## config.mk

```make
export PLATFORM = sky130hd
export DESIGN_NAME = box_overlay
export DESIGN_NICKNAME = d
export VERILOG_FILES = /design/src/rtl/box_overlay_pkg.sv /design/src/rtl/box_clamp.sv /design/src/rtl/box_overlay.sv
export SDC_FILE = /design/constraint.sdc
export NUM_CORES = 1
export LEC_CHECK = 0
export CAP_MARGIN = 20
export CELL_PAD_IN_SITES_DETAIL_PLACEMENT = 0
export CELL_PAD_IN_SITES_GLOBAL_PLACEMENT = 1
export CORE_ASPECT_RATIO = 0.9
export CORE_MARGIN = 2
export CORE_UTILIZATION = 44
export DETAILED_ROUTE_END_ITERATION = 6
export GPL_TIMING_DRIVEN = 0
export PLACE_DENSITY_LB_ADDON = 0.2
export SLEW_MARGIN = 20
export SYNTH_ARGS = -nofsm -noshare
export SYNTH_HDL_FRONTEND = slang
export SYNTH_SLANG_ARGS = --single-unit
```

## constraint.sdc

```tcl
create_clock -name clk -period 6.4 [get_ports clk]
set_clock_uncertainty 0.1 [all_clocks]
set_input_delay 1.28 -clock clk [delete_from_list [all_inputs] [get_ports clk]]
set_output_delay 1.28 -clock clk [all_outputs]
set_load 0.005 [all_outputs]
```

## src/rtl/box_overlay_pkg.sv

```systemverilog
// Shared definitions for the box overlay block.
//   - FSM state encoding (IDLE/SHOW)
//   - guard-band underflow threshold for left/top coordinates
//   - default border colour
//   - box and sync bundle structs
package box_overlay_pkg;

  localparam logic        STATE_IDLE  = 1'b0;
  localparam logic        STATE_SHOW  = 1'b1;

  // Tracker coordinates can go slightly negative near the frame edge and
  // wrap to the top of the 12-bit range.
  localparam logic [11:0] UFLOW_TH    = 12'hF00;

  localparam logic [23:0] DEF_BOX_RGB = 24'hFF0000;

  typedef struct packed {
    logic [11:0] l;
    logic [11:0] r;
    logic [11:0] t;
    logic [11:0] b;
  } box_t;

  typedef struct packed {
    logic vs;
    logic hs;
    logic de;
  } sync_t;

endpackage

```

## src/rtl/box_clamp.sv

```systemverilog
// Combinational sanitiser for one axis of the tracker box.
//   lo_raw/hi_raw : raw low/high coordinate from the tracker
//   lo/hi         : clamped coordinates
//   ok            : clamped pair is ordered (lo <= hi)
// LIMIT is the active size of the axis; hi is clamped to LIMIT-1.
module box_clamp
  import box_overlay_pkg::*;
#(
  parameter int LIMIT = 1024
) (
  input  logic [11:0] lo_raw,
  input  logic [11:0] hi_raw,
  output logic [11:0] lo,
  output logic [11:0] hi,
  output logic        ok
);

  always_comb begin
    lo = (lo_raw >= UFLOW_TH)    ? 12'd0          : lo_raw;
    hi = (hi_raw >= 12'(LIMIT))  ? 12'(LIMIT - 1) : hi_raw;
    ok = (lo <= hi);
  end

endmodule

```

## src/rtl/box_overlay.sv

```systemverilog
// Draws the tracker bounding box outline onto the LCD pixel stream.
//   clk, rst_n                : pixel clock, async active-low reset
//   en                        : drawing enable (does not affect box tracking)
//   lcd_vs/hs/de, hcount/vcount, rgb_in : input stream and its counters
//   hcount_l/r, vcount_l/r    : raw box from the tracker
//   lcd_vs_o/hs_o/de_o, rgb_out : output stream, 2-cycle latency
//   box_on                    : a box is latched for drawing
// The box is latched only on a vs rise, so it never changes mid-frame. After
// the tracker stops delivering a usable box the old one is held for PERSIST
// more frames.
module box_overlay
  import box_overlay_pkg::*;
#(
  parameter int          H_ACTIVE = 1024,
  parameter int          V_ACTIVE = 768,
  parameter int          THICK    = 2,
  parameter logic [23:0] BOX_RGB  = DEF_BOX_RGB,
  parameter int          PERSIST  = 3
) (
  input  logic        clk,
  input  logic        rst_n,
  input  logic        en,
  input  logic        lcd_vs,
  input  logic        lcd_hs,
  input  logic        lcd_de,
  input  logic [11:0] hcount,
  input  logic [11:0] vcount,
  input  logic [23:0] rgb_in,
  input  logic [11:0] hcount_l,
  input  logic [11:0] hcount_r,
  input  logic [11:0] vcount_l,
  input  logic [11:0] vcount_r,
  output logic        lcd_vs_o,
  output logic        lcd_hs_o,
  output logic        lcd_de_o,
  output logic [23:0] rgb_out,
  output logic        box_on
);

  // ---------------- sanitise ----------------
  box_t box_raw;
  logic ok_x, ok_y, box_ok;

  box_clamp #(.LIMIT(H_ACTIVE)) u_clamp_x (
    .lo_raw (hcount_l),
    .hi_raw (hcount_r),
    .lo     (box_raw.l),
    .hi     (box_raw.r),
    .ok     (ok_x)
  );

  box_clamp #(.LIMIT(V_ACTIVE)) u_clamp_y (
    .lo_raw (vcount_l),
    .hi_raw (vcount_r),
    .lo     (box_raw.t),
    .hi     (box_raw.b),
    .ok     (ok_y)
  );

  assign box_ok = ok_x & ok_y;

  // ---------------- frame edge + FSM ----------------
  logic [1:0] vs_hist_q, vs_hist_d;
  logic       vs_rise;
  logic       state_q, state_d;
  box_t       box_q, box_d;
  logic [3:0] pcnt_q, pcnt_d;

  assign vs_rise = (vs_hist_q == 2'b01);
  assign box_on  = (state_q == STATE_SHOW);

  always_comb begin
    vs_hist_d = {vs_hist_q[0], lcd_vs};
    state_d   = state_q;
    box_d     = box_q;
    pcnt_d    = pcnt_q;
    if (vs_rise) begin
      if (box_ok) begin
        state_d = STATE_SHOW;
        box_d   = box_raw;
        pcnt_d  = 4'(PERSIST);
      end else if (state_q == STATE_SHOW) begin
        // Hold the stale box while the persistence budget lasts.
        if (pcnt_q != 4'd0) pcnt_d  = pcnt_q - 4'd1;
        else                state_d = STATE_IDLE;
      end
    end
  end

  // ---------------- hit test (13-bit, no wrap) ----------------
  logic [12:0] h13, v13, l13, r13, t13, b13, th13;
  logic        in_box, near_edge;

  always_comb begin
    h13  = {1'b0, hcount};
    v13  = {1'b0, vcount};
    l13  = {1'b0, box_q.l};
    r13  = {1'b0, box_q.r};
    t13  = {1'b0, box_q.t};
    b13  = {1'b0, box_q.b};
    th13 = 13'(THICK);
    in_box    = (h13 >= l13) && (h13 <= r13) && (v13 >= t13) && (v13 <= b13);
    near_edge = (h13 < l13 + th13) || (h13 + th13 > r13) ||
                (v13 < t13 + th13) || (v13 + th13 > b13);
  end

  // ---------------- 2-stage pipeline ----------------
  logic             draw_q, draw_d;
  logic [23:0]      rgb1_q, rgb1_d;
  logic [23:0]      rgb_out_q, rgb_out_d;
  sync_t            sync_in;
  sync_t [2:1]      sync_pipe_q, sync_pipe_d;

  assign sync_in = {lcd_vs, lcd_hs, lcd_de};

  always_comb begin
    draw_d      = en & box_on & lcd_de & in_box & near_edge;
    rgb1_d      = rgb_in;
    rgb_out_d   = draw_q ? BOX_RGB : rgb1_q;
    sync_pipe_d = {sync_pipe_q[1], sync_in};
  end

  always_ff @(posedge clk or negedge rst_n) begin
    if (!rst_n) begin
      vs_hist_q   <= 2'b00;
      state_q     <= STATE_IDLE;
      box_q       <= '0;
      pcnt_q      <= 4'd0;
      draw_q      <= 1'b0;
      rgb1_q      <= 24'd0;
      rgb_out_q   <= 24'd0;
      sync_pipe_q <= '0;
    end else begin
      vs_hist_q   <= vs_hist_d;
      state_q     <= state_d;
      box_q       <= box_d;
      pcnt_q      <= pcnt_d;
      draw_q      <= draw_d;
      rgb1_q      <= rgb1_d;
      rgb_out_q   <= rgb_out_d;
      sync_pipe_q <= sync_pipe_d;
    end
  end

  assign rgb_out  = rgb_out_q;
  assign lcd_vs_o = sync_pipe_q[2].vs;
  assign lcd_hs_o = sync_pipe_q[2].hs;
  assign lcd_de_o = sync_pipe_q[2].de;

endmodule

```

Yosys cells after proc, flatten, opt, wreduce, memory -nomap -nowiden
Cells that the tools add are included.

Add/sub/neg operators: 5. Order comparisons: 14. Equality and inequality tests: 1. Multiplexer cells: 11. Bitwise gates (word level): 5. Reduce and logical (&&, ||, !) cells: 11.

Operators by type and width (count): $add 12x2->13 const B (4); $le 12x12->1 (4); $mux 12 (4); $gt 13x12->1 (2); $lt 12x13->1 (2); $ge 12x12->1 (2); $ge 12x12->1 const B (2); $mux 24 (1); $ge 12x10->1 const B (1); $ge 12x11->1 const B (1); $mux 4 (3); $and 1x1->1 (5); $reduce_bool 2->1 (2); $reduce_bool 4->1 (1); $sub 4x1->4 const B (1); $logic_and 1x1->1 (3); $logic_or 1x1->1 (3); $mux 1 (3); $reduce_and 3->1 (1); $eq 2x1->1 const B (1); $reduce_and 2->1 (1).

Register bits after elaboration: 110. Output and inout bits: 28. Word-level logic and storage cells: 63.

Logic depth before layout (Yosys ltp)
Gate-level depths: netlist of the first run.

Depth in word-level cells: 6. Gate-level depth with buffers: 13.

Modules after synthesis
A second synthesis of the first run with hierarchy kept.

Cell total of the unflattened synthesis: 765. Area, all modules: 7155.6 um2.

By module, submodules not included: box_overlay (instances 1, cells an instance 627, area an instance 6248.5 um2, sequential area each 2702.6 um2); box_clamp at u_clamp_y (instances 1, cells an instance 69, area an instance 457.9 um2, sequential area each 0.0 um2); box_clamp at u_clamp_x (instances 1, cells an instance 69, area an instance 449.2 um2, sequential area each 0.0 um2).

Worst setup path after synthesis of the first run
OpenSTA, ideal clock, no wires.

Kind: input to register. From: in vcount_r[9]. To: reg box_q (netlist bit b13[0]). Data arrival time: 3.535 ns. Data required time: 6.175 ns. Setup slack: 2.640 ns. Cell stages on the path: 10. Buffers on the path: 1. Path through: a211o_1 clkbuf_1 nor2_1 ha_1 nor2b_1 o211ai_2 a21oi_1 or3_4 a211oi_4 mux2_2.

Longest elaborated chain between the ends: 5.

Ends and longest elaborated chain: start, declared (RTL line box_overlay.sv:32) `input logic [11:0] vcount_r,`; $ge 12x10->1 (RTL line box_clamp.sv:20) `hi = (hi_raw >= 12'(LIMIT)) ? 12'(LIMIT - 1) : hi_raw;`; $mux 12 * (RTL line box_clamp.sv:20); $le 12x12->1 (RTL line box_clamp.sv:21) `ok = (lo <= hi);`; $and 1x1->1 (RTL line box_overlay.sv:60) `assign box_ok = ok_x & ok_y;`; $reduce_and 2->1 (no source line); end signal, assigned (RTL line box_overlay.sv:136) `box_q <= box_d;`; end, declared (RTL line box_overlay.sv:66) `box_t box_q, box_d;`.

Mark *: on every way between the ends. The rest lies on a longest branch, timed or not. A chain may end at the register's enable or synchronous reset.

==> flow_summary.ini, run 1 <==
[status]
status = complete, no violations

[grt]
grt.busiest_layer = met2
grt_max_degree = 60
antenna_found_initial = 0
grt_pass1_vias = 5866
met1_usage_pct = 29.4
track_usage_pct = 21.2
met3_usage_pct = 4.15
grt_use_met2_pct = 33.6
grt_pass1_wl_um = 28000
grt_overflow_total = 0

[worst_setup_path]
cpPeakStageDelay_ns = 0.56
crit_type = in2reg
crit_fanout = 10
cpMaxStageDelayCell = a31oi_1
worstPathArrival_ns = 4.57
cpMostUsedCell = clkbuf_1
worst_r2r_path_depth = 11
cp.required_ns = 6.52
crit_chain = clkdlybuf4s50_1, nand4_1, clkbuf_1, and2_1, ha_1, and4_1, nand2_1, a21o_1, a31oi_1, a211o_1, clkbuf_1, o21ai_0
worst_setup_path_start_kind = input port
end_kind = flop

[floorplan]
placementRows = 43
die_area_um2 = 17100
fp.dieH_um = 124
initial_utilization_pct = 45.4
pin_count = 130
core_area_um2 = 15500
die_w_um = 137

[logic_synthesis]
synth-edff-count = 0
avgSynthCellArea_um2 = 9.53
synth_cells = 740
synthArstFlopShare_pct = 100
synthFlopType = dfrtp_1
synth_top_area_share_pct = 38.3
ys_seq_area_share_pct = 38.3
synth.distinct_cells = 47
synth_top_area_cell = dfrtp_1
synth_area_leaders = dfrtp_1, ha_1, o21ai_0
syn_area_um2 = 7060
synth_warnings = 0
ys_ff_latch = 108

[routing]
vias = 5775
final_antenna_net_count = 0
drt_wl_total_um = 17200
drtPass1Iterations = 5
routed_via_density = 5.29
route.detailed.drc = 0
wl_per_cell_um = 15.8
drt_iter0_drc = 369

[power_and_ir_drop]
power_frac_comb_pct = 35.4
seqPwrFrac_pct = 39.9
finalPower_w = 0.00217
p_sw_share_pct = 33.6
worst_ir_drop_vdd_mv = 0.163
leakage_nw = 4.12
intPower_w = 0.00144
p_clk_share_pct = 24.8
switchingPower_w = 0.000730
power_density_nw_per_um2 = 243

[cells_and_area]
area_delta_synth_final_pct = 26.7
nNetsFinal = 1107
drive_above_1_share_pct = 4.95
diodes = 0
layout_common_cells = clkdlybuf4s50_1, ha_1, dfrtp_1, nand2_1, o21ai_0
layout_commonest_cell = clkdlybuf4s50_1
fillers = 1371

[timing]
timing.hold.ws_ns = 0.250
slew_violations = 0
tightest_slew_ns = 0.667
min_period_over_period_pct = 69.6
min_period_ns = 4.46
finalSetupViolCount = 0
finalHoldViolCount = 0
slew_headroom_pct = 55.3
fmax_ghz = 0.224
rsz0062_at_grt = false
fin_setup_tns_ns = 0

[clocking]
cts.clk_slew.worst_paths_ns = 0.07
cts_tree = built
post_cts_resized = 0
cts_setup_buffers = 0
cts_max_path_buffers = 2
cts_max_level = 3
cts-root-buf = clkbuf_16
cts_num_sinks = 108
cts_made_buffers = 9
ctsHoldBuffers = 0
clk_latency_ns = 0.35

[placement]
place_hpwl_um = 14300
place_congestion = 0.908
port-buffer-count = 129

[hold_path]
hold-path-cell-count = 0
hold_path.class = reg2reg

[job]
timing.max_cap.violations = 0
## final cells by class
cell class	count	area, um^2	area share [%]
timing repair buffer	130	1320	14.8
inverter	55	206	2.31
multi-input combinational	565	4080	45.7
buffer	15	73.8	0.826
sequential	108	2700	30.2
tap	202	253	2.83
clock buffer	11	253	2.83
clock inverter	5	43.8	0.490
## cells in the mapped netlist (all sizes together) (22+ instances only)
cell	n
ha	121
nand3	31
a21o	26
nand2	63
xnor2	30
nor2	41
a21oi	31
inv	55
nor2b	23
o21ai	58
dfrtp	108
and2	22
## cell families (layout without fill, tap and decap cells)
logic type	after synthesis	count (layout)	share of synthesized area (%)
compound gates	151	151	13.2
xor+xnor	37	37	4.59
fa+ha+maj	121	121	21.5
buf+inv	70	216	3.97
flops	108	108	38.3
mux	2	2	0.319
other cells	1	4	0.0531
simple gates	250	250	18.1
## power by group through the flow
| stage | Sequential, W | Combinational, W | Clock [W] |
|---|---|---|---|
| floorplan | 0.000855 | 0.000497 | 0 |
| global placement | 0.000873 | 0.000727 | 0 |
| detailed placement | 0.000880 | 0.000762 | 0 |
| CTS | 0.000866 | 0.000769 | 0.000553 |
| global route | 0.000882 | 0.000881 | 0.000579 |
| finish | 0.000867 | 0.000768 | 0.000538 |
## metrics by stage
step | worst slack [ns] | instance area, um^2 | utilization (%) | instances
after detailed placement | 1.61 | 8640 | 55.6 | 1075
after CTS | 1.99 | 8940 | 57.5 | 1091
after floorplan | 2.64 | 7070 | - | 743
final | 1.94 | 8940 | 57.5 | 1091
after global routing | 1.78 | 8940 | 57.5 | 1091
after global placement | 0.0206 | 8610 | 55.4 | 1074
## worst paths after layout
path	slack, ns	from	endpoint
max	1.94	hcount_l[8]	b13[2]$_DFFE_PN0P_
min	0.25	sync_pipe_d[4]$_DFF_PN0_	lcd_hs_o$_DFF_PN0_
max reg2reg	3.45	box_q[13]$_DFFE_PN0P_	draw_q$_DFF_PN0_
min reg2reg	0.25	sync_pipe_d[4]$_DFF_PN0_	lcd_hs_o$_DFF_PN0_
max in group asynchronous	4.80	rst_n	b13[5]$_DFFE_PN0P_
min in group asynchronous	0.75	rst_n	rgb_out[3]$_DFF_PN0_
## state kept, by name, summed over array words and instances, names as in the netlist, 2 cells and up
name	cells
b13	12
box_q	36
pcnt_q	4
rgb1_q	24
rgb_out	24
sync_pipe_d	2
## worst max-delay path: cells and delay by family
kind / cells / cell delay [ns]
AND/OR/NAND/NOR: 4 / 0.72
AO/OA/AOI/OAI: 4 / 1.12
buffers and inverters: 3 / 1.09
adder cells (fa/ha/maj): 1 / 0.35
## layer usage
| layer | part of all wire, % | vias up |
|---|---|---|
| met4 | 1.8 | 0 |
| li1 | - | 2880 |
| met3 | 5.4 | 28 |
| met1 | 49 | 2689 |
| met2 | 44 | 178 |
| met5 | 0 | - |
Power figures use the tool's default switching activity.
==> run 2, diff against run 1 <==
--- a/config.mk
+++ b/config.mk
@@ -10,7 +10,7 @@
 export CELL_PAD_IN_SITES_GLOBAL_PLACEMENT = 1
 export CORE_ASPECT_RATIO = 0.9
 export CORE_MARGIN = 2
-export CORE_UTILIZATION = 44
+export CORE_UTILIZATION = 41
 export DETAILED_ROUTE_END_ITERATION = 6
 export GPL_TIMING_DRIVEN = 0
 export PLACE_DENSITY_LB_ADDON = 0.2
==> constraint.sdc (replaced) <==
create_clock -name clk -period 4.2 [get_ports clk]
set_clock_uncertainty 0.1 [all_clocks]
set_input_delay 0.84 -clock clk [delete_from_list [all_inputs] [get_ports clk]]
set_output_delay 0.84 -clock clk [all_outputs]
set_load 0.005 [all_outputs]
==> run 2 against run 1 <==
Compared with the run above: wire length rose by 1.9%; register-to-register slack got worse by 2.4 ns; total power rose by 52%; sequential power rose by 52%; first-iteration DRC count fell by 26%; combinational power rose by 51%; die area rose by 7.1%; setup slack got worse by 1.7 ns; largest cell class unchanged; largest power group unchanged; highest routed layer unchanged.
==> flow_summary.ini, run 2 (same netlist as run 1, synthesis figures left out) <==
[status]
status = complete, no violations

[timing]
tightest_slew_ns = 0.668
finalHoldViolCount = 0
slew_headroom_pct = 55.3
finalSetupViolCount = 0
slew_violations = 0
fmax_ghz = 0.255
setup_slack_ns = 0.286
timing.hold.ws_ns = 0.252
min_period_over_period_pct = 93.2
rsz0062_at_grt = false
min_period_ns = 3.91

[hold_path]
hold_path.class = reg2reg

[clocking]
post_cts_resized = 0
cts_setup_buffers = 0
cts-root-buf = clkbuf_16
cts_tree = built
ctsHoldBuffers = 0
cts.clk_slew.worst_paths_ns = 0.07
cts_max_level = 3
cts_num_sinks = 108
cts_made_buffers = 9
clk_latency_ns = 0.36
cts_max_path_buffers = 2

[grt]
grt_overflow_total = 0
grt.busiest_layer = met2
met1_usage_pct = 27.5
track_usage_pct = 19.8
grt_pass1_wl_um = 28200
grt_max_degree = 67
met3_usage_pct = 3.80
grt_use_met2_pct = 31.8
antenna_found_initial = 0
grt_pass1_vias = 5652

[cells_and_area]
diodes = 0
layout_common_cells = clkdlybuf4s50_1, ha_1, dfrtp_1, nand2_1, o21ai_0
layout_commonest_cell = clkdlybuf4s50_1
nNetsFinal = 1107
area_delta_synth_final_pct = 26.7
drive_above_1_share_pct = 4.84
largest_register = box_q
largest_reg_flops = 36

[floorplan]
initial_utilization_pct = 41.9
die_area_um2 = 18300
die_w_um = 142
fp.dieH_um = 128
placementRows = 45
core_area_um2 = 16800
pin_count = 130

[power_and_ir_drop]
power_density_nw_per_um2 = 369
worst_ir_drop_vdd_mv = 0.167
leakage_nw = 4.12

[routing]
drt_wl_total_um = 17500
final_antenna_net_count = 0
wl_per_cell_um = 15.9
drtPass1Iterations = 4
routed_via_density = 5.19
vias = 5708
drt_iter0_drc = 272
route.detailed.drc = 0

[placement]
port-buffer-count = 129
dp_slack_ns = -0.120
place_hpwl_um = 14700
place_congestion = 0.884

[worst_setup_path]
crit_type = in2reg
reg2reg_slack_ns = 1.08
worst_setup_path_start_kind = input port
cp.required_ns = 4.34
end_kind = flop
worstPathArrival_ns = 4.05
crit_fanout = 10

[job]
timing.max_cap.violations = 0
==> run 2: worst paths after layout <==
kind | startpoint | end | cells after the start
min in group asynchronous | rst_n | rgb1_q[5]$_DFF_PN0_ | 1
max in group asynchronous | rst_n | box_q[13]$_DFFE_PN0P_ | 2
worst min-delay path | sync_pipe_d[4]$_DFF_PN0_ | lcd_hs_o$_DFF_PN0_ | 0
worst max-delay path | vcount_l[9] | box_q[46]$_DFFE_PN0P_ | 12
worst min register to register | sync_pipe_d[4]$_DFF_PN0_ | lcd_hs_o$_DFF_PN0_ | 0
worst max register to register | box_q[13]$_DFFE_PN0P_ | draw_q$_DFF_PN0_ | 11
==> run 2: routing by layer <==
| metal | vias to the layer above | wire, um |
|---|---|---|
| met5 | - | 0 |
| met4 | 0 | 153 |
| li1 | 2880 | - |
| met1 | 2689 | 8730 |
| met2 | 128 | 7770 |
| met3 | 11 | 887 |
==> run 2: final cells by class <==
type | instances | area [um^2]
Sequential cell | 108 | 2700
Tap cell | 211 | 264
Clock inverter | 5 | 43.8
Multi-Input combinational cell | 565 | 4080
Buffer | 15 | 73.8
Fill cell | 1488 | 7900
Inverter | 55 | 206
Clock buffer | 11 | 243
Timing Repair Buffer | 130 | 1320
==> run 2: critical path: stages <==
cell	delay, ns
clkdlybuf4s50_1	0.48
nand4_1	0.20
clkbuf_1	0.26
and2_1	0.24
ha_1	0.29
and4_1	0.22
nand2b_1	0.09
a21oi_1	0.06
or3_4	0.39
a211oi_4	0.53
buf_2	0.33
o21ai_0	0.11
==> run 2: metrics by stage <==
stage	TNS [ns]	utilization [%]	instances	power, W	cell area [um^2]
after floorplan	0	-	743	0.00206	7070
after global placement	-187.25	51.2	1083	0.00244	8620
after detailed placement	-3.63	51.4	1084	0.00250	8650
after CTS	0	53.1	1100	0.00333	8940
after global routing	0	53.1	1100	0.00356	8940
final	0	53.1	1100	0.00329	8940
==> run 2: power by group <==
group | switching [W] | leakage (nW) | total [W] | internal [W]
Sequential | 0.000116 | 1.29 | 0.00132 | 0.00120
Clock | 0.000388 | 0.141 | 0.000814 | 0.000426
Combinational | 0.000607 | 2.69 | 0.00116 | 0.000554
==> run 3, diff against run 2 <==
--- a/config.mk
+++ b/config.mk
@@ -11,6 +11,7 @@
 export CORE_ASPECT_RATIO = 0.9
 export CORE_MARGIN = 2
 export CORE_UTILIZATION = 41
+export CTS_CLUSTER_SIZE = 16
 export DETAILED_ROUTE_END_ITERATION = 6
 export GPL_TIMING_DRIVEN = 0
 export PLACE_DENSITY_LB_ADDON = 0.2
==> results of run 3 <==
The final DEF is identical to that of run 2; final timing and power are the same.
